<file path="src/rtl/t_ff_bank_sequencer_if.sv">
// Command-side handshake between a command source and the T-FF bank sequencer.
interface t_ff_bank_sequencer_if #(
    parameter int WIDTH      = 4,
    parameter int PRESCALE_W = 4
) ();
    logic                  start;
    logic [1:0]            mode;
    logic [WIDTH-1:0]      target;
    logic [PRESCALE_W-1:0] prescale;
    logic                  abort;
    logic                  busy;
    logic                  done;
    logic                  wrap;

    modport master (
        output start, mode, target, prescale, abort,
        input  busy, done, wrap
    );

    modport slave (
        input  start, mode, target, prescale, abort,
        output busy, done, wrap
    );
endinterface

</file>
<file path="src/rtl/t_ff_bank_sequencer.sv">
// Sequencer that turns a bank of T flip-flops into a prescaled up/down
// counter with load and clear, by choosing the bank's T vector each cycle
// from the fed-back Q outputs.
module t_ff_bank_sequencer #(
    parameter int WIDTH      = 4,
    parameter int PRESCALE_W = 4
) (
    input  logic                    CLK,
    input  logic                    res,
    t_ff_bank_sequencer_if.slave    cmd,
    input  logic [WIDTH-1:0]        q,
    output logic [WIDTH-1:0]        t,
    output logic                    bank_n_res
);
    typedef enum logic [2:0] {
        S_IDLE,
        S_RUN,
        S_LOAD,
        S_CLEAR,
        S_DONE
    } state_t;

    state_t                r_state;
    logic                  r_down;
    logic [WIDTH-1:0]      r_target;
    logic [PRESCALE_W-1:0] r_prescale;
    logic [PRESCALE_W-1:0] r_pc;
    logic                  r_busy;
    logic                  r_done;
    logic                  r_wrap;
    logic                  r_bank_n_res;

    logic                  w_tick;
    logic                  w_at_target;
    logic                  w_step;
    logic [WIDTH-1:0]      w_up_t;
    logic [WIDTH-1:0]      w_dn_t;

    assign w_tick      = (r_pc == r_prescale);
    assign w_at_target = (q == r_target);
    // The target check comes before any step, so an abort or a match
    // suppresses the toggle in the same cycle.
    assign w_step      = (r_state == S_RUN) && !cmd.abort && !w_at_target && w_tick;

    // Ripple-carry / ripple-borrow toggle masks: bit i flips when every
    // lower bit is 1 (up) or 0 (down).
    assign w_up_t[0] = 1'b1;
    assign w_dn_t[0] = 1'b1;
    generate
        for (genvar gi = 1; gi < WIDTH; gi++) begin : g_toggle
            assign w_up_t[gi] = &q[gi-1:0];
            assign w_dn_t[gi] = ~|q[gi-1:0];
        end
    endgenerate

    // T vector: a count step in RUN, the difference vector in LOAD, else zero.
    always_comb begin
        t = '0;
        case (r_state)
            S_RUN:   if (w_step) t = r_down ? w_dn_t : w_up_t;
            S_LOAD:  if (!cmd.abort) t = q ^ r_target;
            default: t = '0;
        endcase
    end

    // Command FSM with registered status outputs and bank reset.
    always_ff @(posedge CLK) begin
        if (res) begin
            r_state      <= S_IDLE;
            r_down       <= 1'b0;
            r_target     <= '0;
            r_prescale   <= '0;
            r_pc         <= '0;
            r_busy       <= 1'b0;
            r_done       <= 1'b0;
            r_wrap       <= 1'b0;
            r_bank_n_res <= 1'b0;
        end else begin
            r_done       <= 1'b0;
            r_wrap       <= 1'b0;
            r_bank_n_res <= 1'b1;
            case (r_state)
                S_IDLE: begin
                    if (cmd.start) begin
                        r_down     <= cmd.mode[0];
                        r_target   <= cmd.target;
                        r_prescale <= cmd.prescale;
                        r_pc       <= '0;
                        r_busy     <= 1'b1;
                        case (cmd.mode)
                            2'b10:   r_state <= S_LOAD;
                            2'b11: begin
                                r_state      <= S_CLEAR;
                                r_bank_n_res <= 1'b0;
                            end
                            default: r_state <= S_RUN;
                        endcase
                    end
                end
                S_RUN: begin
                    if (cmd.abort) begin
                        r_state <= S_IDLE;
                        r_busy  <= 1'b0;
                    end else if (w_at_target) begin
                        r_state <= S_DONE;
                        r_done  <= 1'b1;
                    end else if (w_tick) begin
                        r_pc   <= '0;
                        r_wrap <= r_down ? ~|q : &q;
                    end else begin
                        r_pc <= r_pc + PRESCALE_W'(1);
                    end
                end
                S_LOAD, S_CLEAR: begin
                    if (cmd.abort) begin
                        r_state <= S_IDLE;
                        r_busy  <= 1'b0;
                    end else begin
                        r_state <= S_DONE;
                        r_done  <= 1'b1;
                    end
                end
                S_DONE: begin
                    r_state <= S_IDLE;
                    r_busy  <= 1'b0;
                end
                default: begin
                    r_state <= S_IDLE;
                    r_busy  <= 1'b0;
                end
            endcase
        end
    end

    assign cmd.busy   = r_busy;
    assign cmd.done   = r_done;
    assign cmd.wrap   = r_wrap;
    assign bank_n_res = r_bank_n_res;
endmodule

</file>
<file path="src/flat_wrapper.sv">
// flat-port wrapper written by rule: the top's interface ports become plain ports
module t_ff_bank_sequencer_flat 
#(
    parameter int WIDTH      = 4,
    parameter int PRESCALE_W = 4
)
  (CLK, res, q, t, bank_n_res, cmd_start, cmd_mode, cmd_target, cmd_prescale, cmd_abort, cmd_busy, cmd_done, cmd_wrap);
  t_ff_bank_sequencer_if #(.WIDTH(WIDTH), .PRESCALE_W(PRESCALE_W)) cmd_i ();
  input  logic CLK;
  input  logic res;
  input  logic [WIDTH-1:0] q;
  output logic [WIDTH-1:0] t;
  output logic bank_n_res;
  input wire logic [$bits(cmd_i.start)-1:0] cmd_start;
  input wire logic [$bits(cmd_i.mode)-1:0] cmd_mode;
  input wire logic [$bits(cmd_i.target)-1:0] cmd_target;
  input wire logic [$bits(cmd_i.prescale)-1:0] cmd_prescale;
  input wire logic [$bits(cmd_i.abort)-1:0] cmd_abort;
  output wire logic [$bits(cmd_i.busy)-1:0] cmd_busy;
  output wire logic [$bits(cmd_i.done)-1:0] cmd_done;
  output wire logic [$bits(cmd_i.wrap)-1:0] cmd_wrap;
  assign cmd_i.start = cmd_start;
  assign cmd_i.mode = cmd_mode;
  assign cmd_i.target = cmd_target;
  assign cmd_i.prescale = cmd_prescale;
  assign cmd_i.abort = cmd_abort;
  assign cmd_busy = cmd_i.busy;
  assign cmd_done = cmd_i.done;
  assign cmd_wrap = cmd_i.wrap;
  t_ff_bank_sequencer #(.WIDTH(WIDTH), .PRESCALE_W(PRESCALE_W)) u_core (.CLK(CLK), .res(res), .cmd(cmd_i), .q(q), .t(t), .bank_n_res(bank_n_res));
endmodule
</file>
<file path="config.mk">
export PLATFORM = sky130hd
export DESIGN_NAME = t_ff_bank_sequencer_flat
export DESIGN_NICKNAME = d
export VERILOG_FILES = /design/src/rtl/t_ff_bank_sequencer_if.sv /design/src/rtl/t_ff_bank_sequencer.sv /design/src/flat_wrapper.sv
export SDC_FILE = /design/constraint.sdc
export NUM_CORES = 1
export LEC_CHECK = 0
export ABC_AREA = 1
export ABC_CLOCK_PERIOD_IN_PS = 1200
export BUFFER_PORTS_ARGS = -buffer_cell sky130_fd_sc_hd__buf_2
export CORE_ASPECT_RATIO = 1.5
export CORE_MARGIN = 3
export CORE_UTILIZATION = 47
export DETAILED_ROUTE_END_ITERATION = 8
export GPL_ROUTABILITY_DRIVEN = 0
export HOLD_SLACK_MARGIN = 0.12
export PLACE_DENSITY = 0.83
export SLEW_MARGIN = 20
export SYNTH_ARGS = -nofsm -noshare
export SYNTH_HDL_FRONTEND = slang
export SYNTH_SLANG_ARGS = --single-unit
</file>
<file path="constraint.sdc">
create_clock -name CLK -period 1.2 [get_ports CLK]
set_input_delay 0.24 -clock CLK [delete_from_list [all_inputs] [get_ports CLK]]
set_output_delay 0.24 -clock CLK [all_outputs]
set_load 0.02 [all_outputs]
</file>
# Yosys cells after proc, flatten, opt, wreduce, memory -nomap -nowiden

Index checks and enable logic that the tools add are counted.
W data, S select, Z words.

Output and inout port bits: 8
Input port bits: 18
Logic and storage cells: 75
Bits in registers: 20

Multiplexer cells: 26
Equality and inequality tests: 12
Bitwise operators: 3
Reduce and logical (&&, ||, !) cells: 24
Add/subtract/negate cells: 1

Operators by type and width:

| operator              | number |
|---|---|
| $mux W4               | 7 |
| $pmux W4 S2           | 2 |
| $mux W3               | 4 |
| $mux W1               | 9 |
| $pmux W3 S3           | 1 |
| $eq A4 B4 Y1          | 2 |
| $reduce_and A2 Y1     | 4 |
| $reduce_and A4 Y1     | 2 |
| $eq A3 B2 Y1 const B  | 2 |
| $logic_not A1 Y1      | 6 |
| $ne A2 B2 Y1 const B  | 3 |
| $reduce_or A3 Y1      | 2 |
| $reduce_or A5 Y1      | 1 |
| $add A4 B1 Y4 const B | 1 |
| $eq A2 B2 Y1 const B  | 2 |
| $pmux W1 S2           | 2 |
| $pmux W2 S2           | 1 |
| $reduce_or A2 Y1      | 2 |
| $reduce_or A4 Y1      | 1 |
| $xor A4 B4 Y4         | 1 |
| $eq A3 B1 Y1 const B  | 1 |
| $logic_and A1 B1 Y1   | 3 |
| $logic_not A3 Y1      | 1 |
| $ne A3 B2 Y1 const B  | 1 |
| 4 further kinds       | 5 |

# Depth between registers and ports, before layout

Gate-level depths: netlist (run 1).

Word-level depth: 6
Gate-level depth with buffers: 9

# Least setup slack after synthesis (run 1)

OpenSTA, ideal clock, no wires.

Path type: register to output
Start: register u_core.r_state[0]
End: output t[1]
Data required time: 0.960 ns
Stages on the path, launching flop included: 7
Data arrival time: 1.191 ns
Slack: -0.231 ns
Buffers on the path: 0
Path through: dfxtp_1 > inv_2 > nor2_2 > nand2_4 > nor2_2 > nand4_2 > o21ai_1

Longest elaborated chain between the ends: 6
Elaborated cells between the ends (all ways): 7

RTL lines:

| what                             | line                                                 | text |
|---|---|---|
| from (decl)                      | t_ff_bank_sequencer.sv:23                            | `state_t r_state;` |
| from (signal assigned)           | t_ff_bank_sequencer.sv:69                            | `r_state <= S_IDLE;` |
| from (signal assigned)           | t_ff_bank_sequencer.sv:91                            | `2'b10: r_state <= S_LOAD;` |
| from (signal assigned)           | t_ff_bank_sequencer.sv:93                            | `r_state <= S_CLEAR;` |
| $eq A3 B1 Y1                     | t_ff_bank_sequencer.sv:43, t_ff_bank_sequencer.sv:59 |  |
| $logic_and A1 B1 Y1 (3 in a row) | t_ff_bank_sequencer.sv:43                            | `assign w_step = (r_state == S_RUN) && !cmd.abort && !w_at_target && w_tick;` |
| $mux W4                          | t_ff_bank_sequencer.sv:60                            | `S_RUN: if (w_step) t = r_down ? w_dn_t : w_up_t;` |
| $pmux W4 S2 (*)                  | t_ff_bank_sequencer.sv:59                            | `case (r_state)` |
| to (decl)                        | flat_wrapper.sv:12                                   | `output logic [WIDTH-1:0] t;` |

Mark *: on every way between the ends. The rest lies on a longest branch, timed or not.

# Worst setup path after layout (run 1)

Start: register u_core.r_state[0]
End: output t[2]

The elaborated chain is that of the path after synthesis.

==> flow_summary.json, run 1 <==
{
  "finalSetupViolCount": 23,
  "yosys.cell_count.top_type": "nand2_1",
  "port_buffers": 25,
  "outcome": "finished, violations left",
  "die_h_um": 66.1,
  "ys_types": 29,
  "cp-end-kind": "output port",
  "critical_path.most_common_cell": "nor2_4",
  "hold_start": "cmd_mode[1]",
  "met2WireLength_um": 2940,
  "dieArea_um2": 3050,
  "syn_to_final_growth_pct": 75.8,
  "via_count": 1592,
  "syn_nets": 188,
  "drive_above_1_share": 0.649,
  "fin_cells": 268,
  "finalSetupTns_ps": -6210,
  "power.switching_w": 0.000763,
  "clockBufferDepth": 2,
  "grt_pass1_wl_um": 5910,
  "cts-buffers-inserted": 3,
  "yosys-top-cells-area": "dfxtp_1 35%, nand2_1 15%, inv_1 6.3%, a21oi_1 6.2%, nor2_1 5.0%",
  "diodes": 0,
  "h-tree-depth": 1,
  "clock_skew_ps": 10.1,
  "drc_errors": 0,
  "critPathKind": "reg2out",
  "p_seq_frac": 0.385,
  "combPwrFrac": 0.443,
  "rsz0062_at_grt": "yes",
  "rows": 21,
  "synthFlopType": "dfxtp_1",
  "setup_slack_ps": -643,
  "cts.sinks": 20,
  "start_kind": "flip-flop",
  "routed_wl_um": 5570,
  "powerDensity_nw_per_um2": 1010,
  "worst_path_largest_cell_delay_ps": 370,
  "synth_common_cells": "46 x nand2_1, 20 x dfxtp_1, 19 x inv_1, 15 x nor2_1, 14 x a21oi_1",
  "p_clk_frac": 0.173,
  "crit_required_ps": 960,
  "cp-startpoint": "u_core.r_state[0]",
  "yosys.area.top_type": "dfxtp_1",
  "placedCellCount": 248,
  "overflow": 0,
  "cts_tree": "done",
  "highest_layer": "met4",
  "worst_slew_pin_slew_ps": 291,
  "netlist_instances": 169,
  "drt_iter0_drc": 92,
  "met3_length_um": 416,
  "grt.total_usage": 0.270,
  "wire_per_inst_um": 20.8,
  "first_global_vias": 1445,
  "yosysSeqAreaShare": 0.353,
  "antenna_found_initial": 0,
  "worstPathCellList": "inv_2 > nor2_4 > nand2_4 > nor2_4 > nand4_4 > o21ai_4 > buf_6",
  "peakVddDrop_v": 0.000842,
  "yosys_warnings": 0,
  "critPathBufInv": 2,
  "max_cap_violations": 0,
  "met1Wirelength_um": 1940,
  "arrival_ps": 1600,
  "worstPathMaxFanout": 5,
  "hold_viol_final": 0,
  "period_minus_slack_ps": 1840,
  "clkTransAtPathRegs_ps": 120,
  "clk_latency_ps": 320,
  "timing.final.crit_share": 1.54,
  "fmax_mhz": 543,
  "cp_top_family": "simple AND/OR/NAND/NOR gates",
  "worstHoldPathType": "in2reg",
  "critical_path.slowest_cell": "dfxtp_2",
  "finalMaxSlewViolations": 0,
  "hpwl_um": 2390,
  "cts_hold_buf": 0,
  "synth_top_area_frac": 0.353,
  "r2r_start": "u_core.r_state[0]",
  "cts_root_buf": "clkbuf_4",
  "avgSynthCellArea_um2": 6.71,
  "drt-pass1-iter-count": 7,
  "power_leakage_nw": 0.935,
  "switching_share": 0.381,
  "ys_ff_latch": 20,
  "grt_max_degree": 18,
  "num_io_pins": 26,
  "synth-edff-count": 0,
  "coreArea_um2": 2260,
  "die_w_um": 46.1,
  "fin_nets": 266,
  "async_flop_share": 0,
  "start_util": 0.502,
  "vias_per_cell": 5.94,
  "intPower_w": 0.00124,
  "slew_headroom": 0.805,
  "failed_checks": "setup timing",
  "netlist_area_um2": 1130,
  "ant_nets": 0
}
-- through the flow --
stage	hold WS, ps	cell area, um^2	utilization	total power [W]	worst slack [ps]
2_1_floorplan	352	1190	-	0.00108	-98.7
3_3_place_gp	451	1590	0.703	0.00129	-235
3_5_place_dp	456	1590	0.703	0.00132	-298
4_1_cts	127	1790	0.791	0.00174	-560
5_1_grt	149	1990	0.882	0.00205	-686
6_report	135	1990	0.882	0.00201	-643
-- cell families (layout without fill, tap and decap cells) --
kind of cell / Yosys count / in the layout / synth area share
flops: 20 / 20 / 0.353
compound gates: 32 / 32 / 0.157
fa+ha+maj: 1 / 1 / 0.0110
xor+xnor: 2 / 2 / 0.0155
buf+inv: 31 / 107 / 0.120
simple gates: 83 / 83 / 0.343
-- routing by layer --
layer | GRT usage | vias to the layer above
met5 | 0 | -
met4 | 0.221 | 0
met1 | 0.255 | 759
met3 | 0.0354 | 27
met2 | 0.479 | 118
li1 | - | 688
-- timing repair --
action | 4_1_cts | 5_1_grt
gates resized for setup | 35 | 51
pin swaps | 12 | 13
endpoints found under the setup margin | 21 | 24
buffers inserted | 8 | 9
-- flip-flops by register name, indices dropped and copies added, names as in the netlist --
| signal | count |
|---|---|
| u_core.bank_n_res | 1 |
| u_core.cmd.wrap | 1 |
| u_core.r_target | 4 |
| u_core.r_down | 1 |
| u_core.r_pc | 4 |
| u_core.r_prescale | 4 |
| u_core.r_state | 3 |
| u_core.cmd.done | 1 |
| u_core.cmd.busy | 1 |
-- final timing paths --
check                            to  slack, ps  cells past startpoint
setup / recovery               t[2]       -640                      7
setup reg to reg    u_core.cmd.wrap       -360                      9
hold / removal    u_core.bank_n_res        130                      2
hold reg to reg     u_core.cmd.busy        530                      2
-- power by group through the flow --
stage	logic, W	registers (W)	clock network [W]
after detailed placement	0.000550	0.000767	0
after global placement	0.000524	0.000762	0
final	0.000888	0.000771	0.000346
after CTS	0.000659	0.000757	0.000329
after global routing	0.000920	0.000776	0.000354
after floorplan	0.000311	0.000773	0
-- cells in the final DEF (no fill, tap or decap), types with 2 or more instances in the layout --
cell type,netlist,layout
buf_4,1,43
nand2_1,46,35
buf_2,1,21
inv_1,19,14
dfxtp_2,0,14
nand2_2,3,13
nor2_1,15,12
inv_2,7,11
buf_6,2,10
a21oi_2,0,8
nor2_4,1,7
o21ai_2,0,7
a21oi_1,14,6
dfxtp_1,20,6
o21ai_4,1,5
nor3_2,2,3
nand3_2,2,3
clkbuf_4,0,3
nand2_4,1,2
nand3_1,5,2
nand3_4,0,2
o21ai_1,5,2
buf_12,0,2
-- cell type report --
type	instances	area [um^2]
well taps	23	28.8
inverters	27	104
repair buffers	77	596
fillers	109	267
clock buffers	3	22.5
multi-input cells	118	825
flip-flops and latches	20	418
No activity file was read; power rests on OpenSTA's default activity.
==> run 2, diff against run 1 <==
--- a/config.mk
+++ b/config.mk
@@ -6,15 +6,15 @@
 export NUM_CORES = 1
 export LEC_CHECK = 0
 export ABC_AREA = 1
-export ABC_CLOCK_PERIOD_IN_PS = 1200
+export ABC_CLOCK_PERIOD_IN_PS = 2100
 export BUFFER_PORTS_ARGS = -buffer_cell sky130_fd_sc_hd__buf_2
 export CORE_ASPECT_RATIO = 1.5
 export CORE_MARGIN = 3
-export CORE_UTILIZATION = 47
+export CORE_UTILIZATION = 52
 export DETAILED_ROUTE_END_ITERATION = 8
 export GPL_ROUTABILITY_DRIVEN = 0
 export HOLD_SLACK_MARGIN = 0.12
-export PLACE_DENSITY = 0.83
+export PLACE_DENSITY = 0.86
 export SLEW_MARGIN = 20
 export SYNTH_ARGS = -nofsm -noshare
 export SYNTH_HDL_FRONTEND = slang
==> constraint.sdc (replaced) <==
create_clock -name CLK -period 2.1 [get_ports CLK]
set_input_delay 0.42 -clock CLK [delete_from_list [all_inputs] [get_ports CLK]]
set_output_delay 0.42 -clock CLK [all_outputs]
set_load 0.02 [all_outputs]
==> run 2 against run 1 <==
Net effect: the flow now finishes without violations; routed wire length decreased by 56%; setup slack improved by 730 ps; power decreased by 51%; critical path depth unchanged; register-to-register slack improved by 1000 ps; count of clock-buffer cells in the layout unchanged; global-route usage decreased by 8.2 points; first-iteration DRC count decreased by 54%; critical path type unchanged.
==> flow_summary.json, run 2 (synthesis results as in run 1) <==
{
  "max_cap_violations": 0,
  "die_h_um": 63.2,
  "final_core_util": 0.645,
  "routed_wl_um": 2450,
  "grt_max_degree": 21,
  "cp-end-kind": "output port",
  "worstPathMaxFanout": 5,
  "finalMaxSlewViolations": 0,
  "start_kind": "flip-flop",
  "cts_tree": "done",
  "clk_latency_ps": 310,
  "drt_iter0_drc": 42,
  "grt_pass1_wl_um": 4100,
  "port_buffers": 25,
  "via_count": 1120,
  "grt.total_usage": 0.188,
  "fin_nets": 214,
  "antenna_found_initial": 0,
  "overflow": 0,
  "critical_path.most_common_cell": "nor2_2",
  "hold_viol_final": 0,
  "most-common-layout-cells": "46 x nand2_1, 25 x buf_2, 19 x inv_1, 16 x dfxtp_1, 14 x a21oi_1",
  "finalSetupTns_ps": 0,
  "drt-pass1-iter-count": 4,
  "first_global_vias": 1057,
  "worstPathCellList": "inv_2 > nor2_2 > nand2_4 > nor2_2 > nand4_4 > o21ai_1 > buf_2",
  "finalSetupViolCount": 0,
  "cts_root_buf": "clkbuf_4",
  "start_util": 0.552,
  "pre_cts_slack_ps": 290,
  "period_minus_slack_ps": 2010,
  "drive_above_1_share": 0.294,
  "vias_per_cell": 5.19,
  "mostFrequentLayoutCell": "nand2_1",
  "num_io_pins": 26,
  "ant_nets": 0,
  "clkTransAtPathRegs_ps": 120,
  "wire_per_inst_um": 11.3,
  "slew_headroom": 0.721,
  "critical_path.slowest_cell": "dfxtp_2",
  "rrSetupSlack_ps": 650,
  "syn_to_final_growth_pct": 16.7,
  "dieArea_um2": 2790,
  "fill_cells": 176,
  "peakVddDrop_v": 0.000667,
  "powerDensity_nw_per_um2": 737,
  "timing.final.crit_share": 0.957,
  "clockBufferDepth": 2,
  "rsz0062_at_grt": "no",
  "rows": 20,
  "coreArea_um2": 2050,
  "worst_slew_pin_slew_ps": 418,
  "cts_hold_buf": 0,
  "power_leakage_nw": 0.646,
  "h-tree-depth": 1,
  "worstHoldPathType": "in2reg",
  "outcome": "complete, no violations",
  "arrival_ps": 1590,
  "crit_required_ps": 1680,
  "critPathKind": "reg2out",
  "cts-buffers-inserted": 3,
  "die_w_um": 44.1,
  "cts.sinks": 20,
  "diodes": 0,
  "setup_slack_ps": 90.6,
  "reg.largest.list": "u_core.r_pc (4), u_core.r_prescale (4), u_core.r_target (4)",
  "fmax_mhz": 498,
  "drc_errors": 0,
  "clock_skew_ps": 3.22,
  "hpwl_um": 1850,
  "worst_path_largest_cell_delay_ps": 370
}
[run 2: cell count changes in the layout (fill, tap and decap cells not counted), sizes merged]
| cell | previous run | this run |
|---|---|---|
| bufinv | 0 | 1 |
| buf | 77 | 25 |
[run 2: worst paths after layout]
path                                    startpoint            endpoint  cells past startpoint
worst min register to register  u_core.r_target[2]  u_core.r_target[2]                      2
worst max-delay path             u_core.r_state[0]                t[2]                      7
worst max register to register   u_core.r_state[0]      u_core.r_pc[3]                      6
worst min-delay path                   cmd_mode[1]   u_core.bank_n_res                      2
[run 2: routing by layer]
| metal | wire, um | up-vias | global-route usage |
|---|---|---|---|
| met5 | 0 | - | 0 |
| met4 | 53 | 0 | 0.0981 |
| met3 | 73 | 7 | 0.0200 |
| met2 | 1330 | 18 | 0.356 |
| met1 | 992 | 511 | 0.187 |
| li1 | - | 584 | - |
[run 2: layout make-up]
type                            instances  area, um^2  area share
Clock buffer                            3        22.5      0.0170
Clock inverter                          1        30.0      0.0227
Inverter                               27         101      0.0766
Multi-Input combinational cell        118         611       0.462
Sequential cell                        20         405       0.307
Tap cell                               22        27.5      0.0208
Timing Repair Buffer                   25         125      0.0946
[run 2: metrics by stage]
| step | total power, W | instances | hold WS [ps] | area, um^2 |
|---|---|---|---|---|
| 4_1_cts | 0.000967 | 216 | 310 | 1300 |
| 2_1_floorplan | 0.000603 | 169 | 443 | 1130 |
| 6_report | 0.000975 | 216 | 321 | 1320 |
| 5_1_grt | 0.00102 | 216 | 323 | 1320 |
| 3_5_place_dp | 0.000652 | 212 | 460 | 1250 |
| 3_3_place_gp | 0.000641 | 212 | 453 | 1250 |
[run 2: worst max-delay path, delay by kind of cell, from the launching register on]
family,cells,cell delay (ps)
flip-flops,1,370
AND/OR/NAND/NOR,4,520
buffers and inverters,2,230
AO/OA/AOI/OAI,1,170
[run 2: repair_timing]
action,in CTS,in global routing
resized for setup,0,7
setup buffers,0,0
endpoints found under the setup margin,0,4
[run 2: power by group]
part	leakage [nW]	total [W]	internal (W)	switching (W)
clock network	0.0279	0.000320	0.000193	0.000126
logic	0.452	0.000224	0.0000791	0.000145
registers	0.166	0.000432	0.000411	0.0000212
total	0.646	0.000975	0.000683	0.000292
==> run 3, diff against run 2 <==
--- a/config.mk
+++ b/config.mk
@@ -12,9 +12,9 @@
 export CORE_MARGIN = 3
 export CORE_UTILIZATION = 52
 export DETAILED_ROUTE_END_ITERATION = 8
-export GPL_ROUTABILITY_DRIVEN = 0
 export HOLD_SLACK_MARGIN = 0.12
 export PLACE_DENSITY = 0.86
+export RECOVER_POWER = 50
 export SLEW_MARGIN = 20
 export SYNTH_ARGS = -nofsm -noshare
 export SYNTH_HDL_FRONTEND = slang
==> run 3 against run 2 <==
Net effect: critical path depth stayed put; via count is 0.63% higher; register-to-register slack got worse by 330 ps.
==> flow_summary.json, run 3 (synthesis results as in run 1) <==
{
  "outcome": "complete, no violations",
  "most-common-layout-cells": "46 x nand2_1, 21 x inv_1, 21 x buf_2, 16 x dfxtp_1, 15 x nor2_1",
  "hpwl_um": 1850,
  "num_io_pins": 26,
  "cts.sinks": 20,
  "finalMaxSlewViolations": 0,
  "place_congestion": 0.805,
  "whs_path_depth": 2,
  "drt_iter0_drc": 42,
  "fmax_mhz": 504,
  "r2r_start": "u_core.r_state[2]",
  "cts_root_buf": "clkbuf_4",
  "first_global_vias": 1057,
  "finalSetupTns_ps": 0,
  "routed_wl_um": 2470,
  "wire_per_inst_um": 11.4,
  "hold_viol_final": 0,
  "r2r-end": "u_core.r_pc[3]",
  "min_to": "u_core.bank_n_res",
  "power.total_w": 0.000973,
  "final_core_util": 0.637,
  "hold_start": "cmd_mode[1]",
  "clock_skew_ps": 8.58,
  "cp-end-kind": "output port",
  "grt_max_degree": 21,
  "die_w_um": 44.1,
  "cts_tree": "done",
  "worstHoldPathType": "in2reg",
  "h-tree-depth": 1,
  "peakVddDrop_v": 0.000663,
  "grt.total_usage": 0.188,
  "timing.final.crit_share": 0.945,
  "highest_layer": "met4",
  "diodes": 0,
  "max_cap_violations": 0,
  "clk_latency_ps": 320,
  "worst_path_largest_cell_delay_ps": 360,
  "power_leakage_nw": 0.628,
  "post-cts-setup-buffers": 0,
  "arrival_ps": 1570,
  "coreArea_um2": 2050,
  "worstPathMaxFanout": 5,
  "worst_slew_pin_slew_ps": 772,
  "rows": 20,
  "reg2reg_depth": 6,
  "met3_length_um": 74,
  "ant_nets": 0,
  "rsz0062_at_grt": "no",
  "fin_area_um2": 1310,
  "reg.largest.list": "u_core.r_pc (4), u_core.r_prescale (4), u_core.r_target (4)",
  "drc_errors": 0,
  "vias_per_cell": 5.22,
  "via_count": 1127,
  "critical_path.slowest_cell": "dfxtp_2",
  "start_util": 0.552,
  "die_h_um": 63.2,
  "period_minus_slack_ps": 1990,
  "critPathKind": "reg2out",
  "dieArea_um2": 2790,
  "critical_path.most_common_cell": "nor2_2",
  "rrSetupSlack_ps": 320,
  "overflow": 0,
  "met2WireLength_um": 1300,
  "place_area_um2": 1250,
  "grt_pass1_wl_um": 4100,
  "fin_nets": 214,
  "slew_headroom": 0.484,
  "met1Wirelength_um": 1040,
  "antenna_found_initial": 0,
  "syn_to_final_growth_pct": 15.3,
  "powerDensity_nw_per_um2": 744,
  "cts-buffers-inserted": 3,
  "mostFrequentLayoutCell": "nand2_1",
  "finalSetupViolCount": 0,
  "worstPathCellList": "inv_2 > nor2_2 > nand2_4 > nor2_2 > nand4_4 > o21ai_1 > buf_2",
  "clkTransAtPathRegs_ps": 120,
  "crit_required_ps": 1680,
  "drt-pass1-iter-count": 4,
  "port_buffers": 25,
  "start_kind": "flip-flop",
  "clockBufferDepth": 2,
  "drive_above_1_share": 0.247
}
-- run 3: changes by cell type in the layout (fill, tap and decap cells not counted) --
cell | previous run | this run
buf_2 | 25 | 21
clkbuf_1 | 0 | 4
inv_1 | 19 | 21
inv_2 | 7 | 5
nor2_1 | 13 | 15
nor2_2 | 6 | 4
o21ai_0 | 9 | 11
o21ai_1 | 5 | 3
nand3_1 | 5 | 6
nand3_2 | 2 | 1
-- run 3: worst max path at each step --
stage / cells after the start / to / start / slack [ps]
after floorplan: 7 / t[1] / q[0] / 480
after global placement: 9 / t[3] / q[0] / 340
after detailed placement: 9 / t[2] / q[0] / 290
after CTS: 7 / t[2] / u_core.r_pc[1] / 0.9
after global routing: 7 / t[3] / u_core.r_pc[3] / 20
final: 7 / t[3] / u_core.r_state[0] / 110
-- run 3: routing by layer --
metal / vias to the layer above / track usage
li1: 585 / -
met1: 516 / 0.187
met2: 19 / 0.356
met3: 7 / 0.0200
met4: 0 / 0.0981
met5: - / 0
-- run 3: cell type report --
type,instances,area (um^2)
Sequential cell,20,405
Clock inverter,1,30.0
Timing Repair Buffer,25,120
Tap cell,22,27.5
Inverter,27,101
Clock buffer,3,22.5
Fill cell,180,744
Multi-Input combinational cell,118,601
-- run 3: power by group --
part           switching [W]  leakage, nW  total (W)  internal [W]
Sequential         0.0000210        0.166   0.000432      0.000411
Combinational       0.000142        0.434   0.000219     0.0000763
Clock               0.000129       0.0279   0.000322      0.000193
-- run 3: per-stage QoR --
stage,hold WS [ps],std cells,setup slack (ps)
after floorplan,443,169,480
after global placement,453,212,339
after detailed placement,460,212,290
after CTS,310,216,0.924
after global routing,323,216,16.3
final,309,216,115
-- run 3: what timing repair did --
action,in CTS,in global routing
gates resized for setup,0,7
hold buffers,0,0
endpoints found under the setup margin,0,4
-- run 3: worst max-delay path, delay by kind of cell, from the launching register on --
kind                   cells  cell delay [ps]
DFF                        1              360
and+or+nand+nor            4              510
AOI/OAI and AO/OA          1              150
buffers and inverters      2              220
